`src/rtl/apb_master_ctrl_if.sv`:
```
// rtl/apb_master_ctrl_if.sv - request, APB and response signal bundle for apb_master_ctrl
// The master modport is the controller's view; slave is the front end / APB fabric view.
interface apb_master_ctrl_if;
  logic        valid;
  logic [31:0] Haddr_temp;
  logic [31:0] Hwdata_temp;
  logic        Hwrite_temp;
  logic        Hreadyout;
  logic [31:0] Paddr;
  logic [31:0] Pwdata;
  logic        Pwrite;
  logic [3:0]  Psel;
  logic        Penable;
  logic        Pready;
  logic [31:0] Prdata;
  logic        Pslverr;
  logic        done;
  logic [31:0] Hrdata;
  logic        Hresp;

  modport master (
    input  valid, Haddr_temp, Hwdata_temp, Hwrite_temp, Pready, Prdata, Pslverr,
    output Hreadyout, Paddr, Pwdata, Pwrite, Psel, Penable, done, Hrdata, Hresp
  );

  modport slave (
    output valid, Haddr_temp, Hwdata_temp, Hwrite_temp, Pready, Prdata, Pslverr,
    input  Hreadyout, Paddr, Pwdata, Pwrite, Psel, Penable, done, Hrdata, Hresp
  );
endinterface

```
`src/rtl/apb_master_ctrl.sv`:
```
// rtl/apb_master_ctrl.sv - 2-entry request FIFO feeding an APB master FSM with wait-state timeout
// All APB and response outputs are registered; Hreadyout comes straight from the FIFO count.
module apb_master_ctrl #(
  parameter int unsigned TIMEOUT = 16
) (
  input logic               Hclk,
  input logic               Hreset,
  apb_master_ctrl_if.master bus
);

  typedef enum logic [1:0] {
    ST_IDLE,
    ST_SETUP,
    ST_ACCESS
  } state_t;

  state_t      r_state;
  state_t      w_state_nxt;

  logic [31:0] r_addr_mem  [2];
  logic [31:0] r_wdata_mem [2];
  logic        r_write_mem [2];
  logic        r_rd_ptr;
  logic        r_wr_ptr;
  logic [1:0]  r_count;

  logic [31:0] r_paddr;
  logic [31:0] r_pwdata;
  logic        r_pwrite;
  logic [3:0]  r_psel;
  logic        r_penable;
  logic        r_done;
  logic        r_hresp;
  logic [31:0] r_hrdata;
  logic [7:0]  r_wait;

  logic [31:0] w_paddr_nxt;
  logic [31:0] w_pwdata_nxt;
  logic        w_pwrite_nxt;
  logic [3:0]  w_psel_nxt;
  logic        w_penable_nxt;
  logic        w_done_nxt;
  logic        w_hresp_nxt;
  logic [31:0] w_hrdata_nxt;
  logic [7:0]  w_wait_nxt;

  logic        w_push;
  logic        w_pop;
  logic        w_timeout;
  logic        w_more;
  logic        w_head_idx;
  logic        w_head_bypass;
  logic [31:0] w_head_addr;
  logic [31:0] w_head_wdata;
  logic        w_head_write;

  // Full is judged on the registered count alone, so a pop never frees a slot on the same edge.
  assign w_push    = bus.valid && (r_count < 2'd2);
  assign w_timeout = (r_state == ST_ACCESS) && !bus.Pready && (r_wait == 8'(TIMEOUT - 1));
  assign w_more    = (r_count == 2'd2) || w_push;

  // When leaving ACCESS the next head is the second slot, or the request arriving this edge.
  assign w_head_idx    = (r_state == ST_ACCESS) ? ~r_rd_ptr : r_rd_ptr;
  assign w_head_bypass = (r_state == ST_ACCESS) && (r_count == 2'd1);
  assign w_head_addr   = w_head_bypass ? bus.Haddr_temp  : r_addr_mem[w_head_idx];
  assign w_head_wdata  = w_head_bypass ? bus.Hwdata_temp : r_wdata_mem[w_head_idx];
  assign w_head_write  = w_head_bypass ? bus.Hwrite_temp : r_write_mem[w_head_idx];

  always_ff @(posedge Hclk) begin
    if (w_push) begin
      r_addr_mem[r_wr_ptr]  <= bus.Haddr_temp;
      r_wdata_mem[r_wr_ptr] <= bus.Hwdata_temp;
      r_write_mem[r_wr_ptr] <= bus.Hwrite_temp;
    end
  end

  always_ff @(posedge Hclk or posedge Hreset) begin
    if (Hreset) begin
      r_rd_ptr <= 1'b0;
      r_wr_ptr <= 1'b0;
      r_count  <= 2'd0;
    end else begin
      if (w_push) begin
        r_wr_ptr <= ~r_wr_ptr;
      end
      if (w_pop) begin
        r_rd_ptr <= ~r_rd_ptr;
      end
      r_count <= r_count + 2'(w_push) - 2'(w_pop);
    end
  end

  always_comb begin
    w_state_nxt   = r_state;
    w_paddr_nxt   = r_paddr;
    w_pwdata_nxt  = r_pwdata;
    w_pwrite_nxt  = r_pwrite;
    w_psel_nxt    = r_psel;
    w_penable_nxt = r_penable;
    w_done_nxt    = 1'b0;
    w_hresp_nxt   = 1'b0;
    w_hrdata_nxt  = r_hrdata;
    w_wait_nxt    = r_wait;
    w_pop         = 1'b0;

    case (r_state)
      ST_IDLE: begin
        if (r_count != 2'd0) begin
          w_state_nxt   = ST_SETUP;
          w_paddr_nxt   = w_head_addr;
          w_pwdata_nxt  = w_head_wdata;
          w_pwrite_nxt  = w_head_write;
          w_psel_nxt    = 4'b0001 << w_head_addr[13:12];
          w_penable_nxt = 1'b0;
        end
      end

      ST_SETUP: begin
        w_state_nxt   = ST_ACCESS;
        w_penable_nxt = 1'b1;
        w_wait_nxt    = 8'd0;
      end

      ST_ACCESS: begin
        if (bus.Pready || w_timeout) begin
          w_pop         = 1'b1;
          w_done_nxt    = 1'b1;
          w_hresp_nxt   = bus.Pready ? bus.Pslverr : 1'b1;
          w_penable_nxt = 1'b0;
          if (bus.Pready && !r_pwrite) begin
            w_hrdata_nxt = bus.Prdata;
          end
          if (w_more) begin
            w_state_nxt  = ST_SETUP;
            w_paddr_nxt  = w_head_addr;
            w_pwdata_nxt = w_head_wdata;
            w_pwrite_nxt = w_head_write;
            w_psel_nxt   = 4'b0001 << w_head_addr[13:12];
          end else begin
            w_state_nxt = ST_IDLE;
            w_psel_nxt  = 4'b0000;
          end
        end else begin
          w_wait_nxt = r_wait + 8'd1;
        end
      end

      default: begin
        w_state_nxt   = ST_IDLE;
        w_psel_nxt    = 4'b0000;
        w_penable_nxt = 1'b0;
      end
    endcase
  end

  always_ff @(posedge Hclk or posedge Hreset) begin
    if (Hreset) begin
      r_state   <= ST_IDLE;
      r_paddr   <= 32'd0;
      r_pwdata  <= 32'd0;
      r_pwrite  <= 1'b0;
      r_psel    <= 4'b0000;
      r_penable <= 1'b0;
      r_done    <= 1'b0;
      r_hresp   <= 1'b0;
      r_hrdata  <= 32'd0;
      r_wait    <= 8'd0;
    end else begin
      r_state   <= w_state_nxt;
      r_paddr   <= w_paddr_nxt;
      r_pwdata  <= w_pwdata_nxt;
      r_pwrite  <= w_pwrite_nxt;
      r_psel    <= w_psel_nxt;
      r_penable <= w_penable_nxt;
      r_done    <= w_done_nxt;
      r_hresp   <= w_hresp_nxt;
      r_hrdata  <= w_hrdata_nxt;
      r_wait    <= w_wait_nxt;
    end
  end

  assign bus.Hreadyout = (r_count < 2'd2);
  assign bus.Paddr     = r_paddr;
  assign bus.Pwdata    = r_pwdata;
  assign bus.Pwrite    = r_pwrite;
  assign bus.Psel      = r_psel;
  assign bus.Penable   = r_penable;
  assign bus.done      = r_done;
  assign bus.Hresp     = r_hresp;
  assign bus.Hrdata    = r_hrdata;

endmodule

```
`src/flat_wrapper.sv`:
```
// flat-port wrapper written by rule: the top's interface ports become plain ports
module apb_master_ctrl_flat 
#(
  parameter int unsigned TIMEOUT = 16
)
  (Hclk, Hreset, bus_valid, bus_Haddr_temp, bus_Hwdata_temp, bus_Hwrite_temp, bus_Pready, bus_Prdata, bus_Pslverr, bus_Hreadyout, bus_Paddr, bus_Pwdata, bus_Pwrite, bus_Psel, bus_Penable, bus_done, bus_Hrdata, bus_Hresp);
  apb_master_ctrl_if bus_i ();
  input logic Hclk;
  input logic Hreset;
  input wire logic [$bits(bus_i.valid)-1:0] bus_valid;
  input wire logic [$bits(bus_i.Haddr_temp)-1:0] bus_Haddr_temp;
  input wire logic [$bits(bus_i.Hwdata_temp)-1:0] bus_Hwdata_temp;
  input wire logic [$bits(bus_i.Hwrite_temp)-1:0] bus_Hwrite_temp;
  input wire logic [$bits(bus_i.Pready)-1:0] bus_Pready;
  input wire logic [$bits(bus_i.Prdata)-1:0] bus_Prdata;
  input wire logic [$bits(bus_i.Pslverr)-1:0] bus_Pslverr;
  output wire logic [$bits(bus_i.Hreadyout)-1:0] bus_Hreadyout;
  output wire logic [$bits(bus_i.Paddr)-1:0] bus_Paddr;
  output wire logic [$bits(bus_i.Pwdata)-1:0] bus_Pwdata;
  output wire logic [$bits(bus_i.Pwrite)-1:0] bus_Pwrite;
  output wire logic [$bits(bus_i.Psel)-1:0] bus_Psel;
  output wire logic [$bits(bus_i.Penable)-1:0] bus_Penable;
  output wire logic [$bits(bus_i.done)-1:0] bus_done;
  output wire logic [$bits(bus_i.Hrdata)-1:0] bus_Hrdata;
  output wire logic [$bits(bus_i.Hresp)-1:0] bus_Hresp;
  assign bus_i.valid = bus_valid;
  assign bus_i.Haddr_temp = bus_Haddr_temp;
  assign bus_i.Hwdata_temp = bus_Hwdata_temp;
  assign bus_i.Hwrite_temp = bus_Hwrite_temp;
  assign bus_i.Pready = bus_Pready;
  assign bus_i.Prdata = bus_Prdata;
  assign bus_i.Pslverr = bus_Pslverr;
  assign bus_Hreadyout = bus_i.Hreadyout;
  assign bus_Paddr = bus_i.Paddr;
  assign bus_Pwdata = bus_i.Pwdata;
  assign bus_Pwrite = bus_i.Pwrite;
  assign bus_Psel = bus_i.Psel;
  assign bus_Penable = bus_i.Penable;
  assign bus_done = bus_i.done;
  assign bus_Hrdata = bus_i.Hrdata;
  assign bus_Hresp = bus_i.Hresp;
  apb_master_ctrl #(.TIMEOUT(TIMEOUT)) u_core (.Hclk(Hclk), .Hreset(Hreset), .bus(bus_i));
endmodule
```
`config.mk`:
```
export PLATFORM = sky130hd
export DESIGN_NAME = apb_master_ctrl_flat
export DESIGN_NICKNAME = d
export VERILOG_FILES = /design/src/rtl/apb_master_ctrl_if.sv /design/src/rtl/apb_master_ctrl.sv /design/src/flat_wrapper.sv
export SDC_FILE = /design/constraint.sdc
export NUM_CORES = 1
export LEC_CHECK = 0
export ABC_CLOCK_PERIOD_IN_PS = 6500
export CORE_ASPECT_RATIO = 0.6
export CORE_MARGIN = 10
export CORE_UTILIZATION = 45
export CTS_CLUSTER_DIAMETER = 120
export DETAILED_ROUTE_END_ITERATION = 7
export PLACE_DENSITY_LB_ADDON = 0.15
export SYNTH_ARGS = -nofsm -noshare
export SYNTH_HDL_FRONTEND = slang
export SYNTH_SLANG_ARGS = --single-unit
```
`constraint.sdc`:
```
create_clock -name Hclk -period 6.5 [get_ports Hclk]
set_input_delay 1.3 -clock Hclk [delete_from_list [all_inputs] [get_ports Hclk]]
set_output_delay 1.3 -clock Hclk [all_outputs]
set_load 0.01 [all_outputs]
```
==> metrics.log <==
INFO  metric drt-pass1-iter-count = 5
INFO  metric critical_path_class = in -> reg
INFO  metric worstMarginPinSlew = 988 ps
INFO  metric ctsLongestPathBuffers = 3
INFO  metric register_area = 0.00683 mm2
INFO  metric synth_compound_area_share = 12.3%
INFO  metric first_iter_violations = 313
INFO  metric achievable-frequency = 299 MHz
INFO  metric ys.flop_type = edfxtp_1
INFO  metric die-height = 134 um
INFO  metric synth_seq_area_share = 69.5%
INFO  metric drv.max_cap_violation_count = 0
INFO  metric hold_path_class = reg -> reg
INFO  metric cts_root_buf = clkbuf_16
INFO  metric timing_hold_violations_final = 0
INFO  metric area_used_by_multi_input_combinational_logic = 0.00281 mm2
INFO  metric detail_route.drc_violations = 0
INFO  metric post_cts_hold_buffer_count = 0
INFO  metric cp_max_fo = 49
INFO  metric ctsHtreeMaxLevel = 1
INFO  metric grt_start_max_net_pins = 72
INFO  metric cts.sink_count = 247
INFO  metric dominant_combinational_cell_family_by_area_after_synthesis = compound AO/OA/AOI/OAI gates
INFO  metric timing.final.crit_share = 51.5%
INFO  metric design.core.area = 0.0212 mm2
INFO  metric endpoint_kind = register
INFO  metric timing.final.crit_period = 3340 ps
INFO  metric dpl_wire_length = 15,600 um
INFO  metric layout.cells.most_common_list = clkdlybuf4s50_1, edfxtp_1, dfrtp_1, nor2_1, mux2i_1
INFO  metric syn_area = 0.00982 mm2
INFO  metric setup_repair_after_global_routing_missed_its_margin = false
INFO  metric fin_nets = 956
INFO  metric antenna_found_initial = 1
INFO  metric design.die.area = 0.0283 mm2
INFO  metric synth_cells = 651
INFO  metric grtUsageTotal = 16.4%
INFO  metric num-fill-cells = 1,605
INFO  metric starting_density = 46.3%
INFO  metric cts_tree = built
INFO  metric power.density = 505 mW/mm2
INFO  metric vias = 6,070
INFO  metric clk-insertion-delay-late = 510 ps
INFO  metric worstSetupStartpointType = input pin
INFO  metric routability_congestion = 0.720
INFO  metric setup_tns = 0 ps
INFO  metric timing_max_transition_violations_final = 0
INFO  metric synthDistinctLibCells = 32
INFO  metric grt_pass1_vias = 6,546
INFO  metric layout.cells.most_common = clkdlybuf4s50_1
INFO  metric placementRows = 41
INFO  metric worst_vdd_drop = 0.287 mV
INFO  metric average_vias_per_placed_instance = 5.28
INFO  metric share_of_synthesized_cell_area_in_and_or_nand_and_nor_gates = 4.31%
INFO  metric setup_viol_count_final = 0
INFO  metric die_width = 211 um
INFO  metric final_global_route_overflow_total = 0
INFO  metric avgSynthCellArea = 15.1 um2
INFO  metric clock_transition_at_the_registers_of_the_reported_paths = 60 ps
INFO  metric synth_fp_nets = 756
INFO  metric post_synth_fa_ha_maj_area_fraction = 0.382%
INFO  metric muxShareOfSynthArea = 10.4%
INFO  metric final_layout_size_suffix_gt1_share = 12.4%
INFO  metric fin_skew = 7.83 ps
INFO  metric total_leakage_power = 0.00536 uW
INFO  metric grt_first_pass_wirelength = 37,500 um
INFO  metric io_pins = 207
INFO  metric cts_buffers = 24
INFO  metric cts_setup_buffers = 0
INFO  metric synth_xor_xnor_area_share = 0.802%
INFO  metric run_status = finished, final reports clean
INFO  metric async_reset_ff_share = 47.4%
INFO  metric cp.arrival = 3740 ps
INFO  metric io_buffers = 206
INFO  metric drtAntennaViolNets = 0
INFO  metric crit_required = 6890 ps
INFO  metric yosysWarnings = 0
INFO  metric drt-total-wl = 23,400 um
INFO  metric synth_enable_flop_cells = 130
INFO  metric area.growth.synth_to_final = 31.8%
INFO  metric cts_repair_resize_count = 0
INFO  metric drt-wirelength-per-cell = 20.3 um
INFO  metric power = 6540 uW
INFO  metric synth-seq-cells = 247
INFO  metric max_slew_headroom_at_the_worst_pin = 34.2%
-- final timing paths --
check	startpoint	to	slack, ps	depth (start not counted)
max in group asynchronous	Hreset	u_core.bus.Hrdata[0]	3890	3
min in group asynchronous	Hreset	u_core.bus.Hrdata[26]	1260	2
worst max-delay path	bus_valid	u_core.bus.Paddr[7]	3160	7
worst min register to register	u_core.bus.Pwdata[12]	u_core.bus.Pwdata[12]	470	1
worst max register to register	u_core.bus.Penable	u_core.bus.Psel[2]	3450	6
worst min-delay path	u_core.bus.Pwdata[12]	u_core.bus.Pwdata[12]	470	1
-- synthesized netlist by cell type (2+ instances only) --
library cell  number  area share (%)
a32o_1             4            0.41
clkbuf_1          21            0.80
mux2i_1           66             6.7
nor3_1             2            0.10
inv_1              8            0.31
xnor2_1            6            0.53
dfrtp_1          117              30
nand2b_1           4            0.25
mux2_2            32             3.7
nand2_1            5            0.19
ha_1               3            0.38
nor2_1            72             2.8
buf_6              2            0.23
a21o_1            65             5.0
and3_1             2            0.13
xor2_1             3            0.27
edfxtp_1         130              40
a211oi_2          23             2.9
a21oi_1            5            0.25
nand3_1            8            0.41
buf_2             16            0.82
a211oi_1          41             3.1
o21ai_0            7            0.36
-- final cells by class --
cell class	count	area share, %
sequential	247	52.7
inverter	8	0.251
multi-input combinational	356	21.7
antenna	1	0.0193
tap	279	2.70
clock buffer	32	5.34
timing repair buffer	214	16.4
clock inverter	12	0.840
-- per-layer routing --
layer	share of wire, %	vias up	GRT usage, %
met2	48	160	27.1
li1	-	2836	-
met1	45	3044	21.8
met4	1.5	0	2.92
met3	5.4	30	3.79
met5	0	-	0
-- worst max-delay path, cell delays in order --
cell             delay, ps
clkdlybuf4s50_1        430
nand2b_1               210
and3_1                 210
a2111o_2               640
buf_4                  580
a211oi_1               120
a21o_1                 220
-- through the flow --
stage          cell area, um2  hold slack [ps]  utilization (%)  setup slack, ps  std cells
6_report                13000              473             61.0             3160       1149
5_1_grt                 12900              491             61.0             3010       1148
4_1_cts                 12900              479             61.0             3200       1148
2_1_floorplan            9820              460                -             1880        651
3_5_place_dp            12100              465             57.2             2710       1104
3_3_place_gp            12100              460             57.2             2760       1104
-- state kept, by name, summed over array words and instances (netlist names) --
| name | flops |
|---|---|
| u_core.bus.Hrdata | 32 |
| u_core.bus.Hresp | 1 |
| u_core.bus.Paddr | 32 |
| u_core.bus.Penable | 1 |
| u_core.bus.Psel | 4 |
| u_core.bus.Pwdata | 32 |
| u_core.bus.Pwrite | 1 |
| u_core.bus.done | 1 |
| u_core.r_addr_mem | 64 |
| u_core.r_count | 2 |
| u_core.r_rd_ptr | 1 |
| u_core.r_state | 1 |
| u_core.r_wait | 8 |
| u_core.r_wdata_mem | 64 |
| u_core.r_wr_ptr | 1 |
| u_core.r_write_mem | 2 |
-- logic make-up (layout without fill, tap and decap cells) --
| logic type | after synthesis | count (layout) |
|---|---|---|
| flip-flops | 247 | 247 |
| AO/OA/AOI/OAI | 148 | 148 |
| multiplexers | 98 | 98 |
| AND/OR/NAND/NOR | 98 | 98 |
| buffers and inverters | 48 | 266 |
| XOR/XNOR | 9 | 9 |
| adder cells (fa/ha/maj) | 3 | 3 |
| other | 0 | 1 |
-- power by group --
part	switching (uW)	internal (uW)	total [uW]
Combinational	1340	1350	2690
Sequential	257	2190	2450
Clock	576	826	1400
No activity file was read; power rests on OpenSTA's default activity.
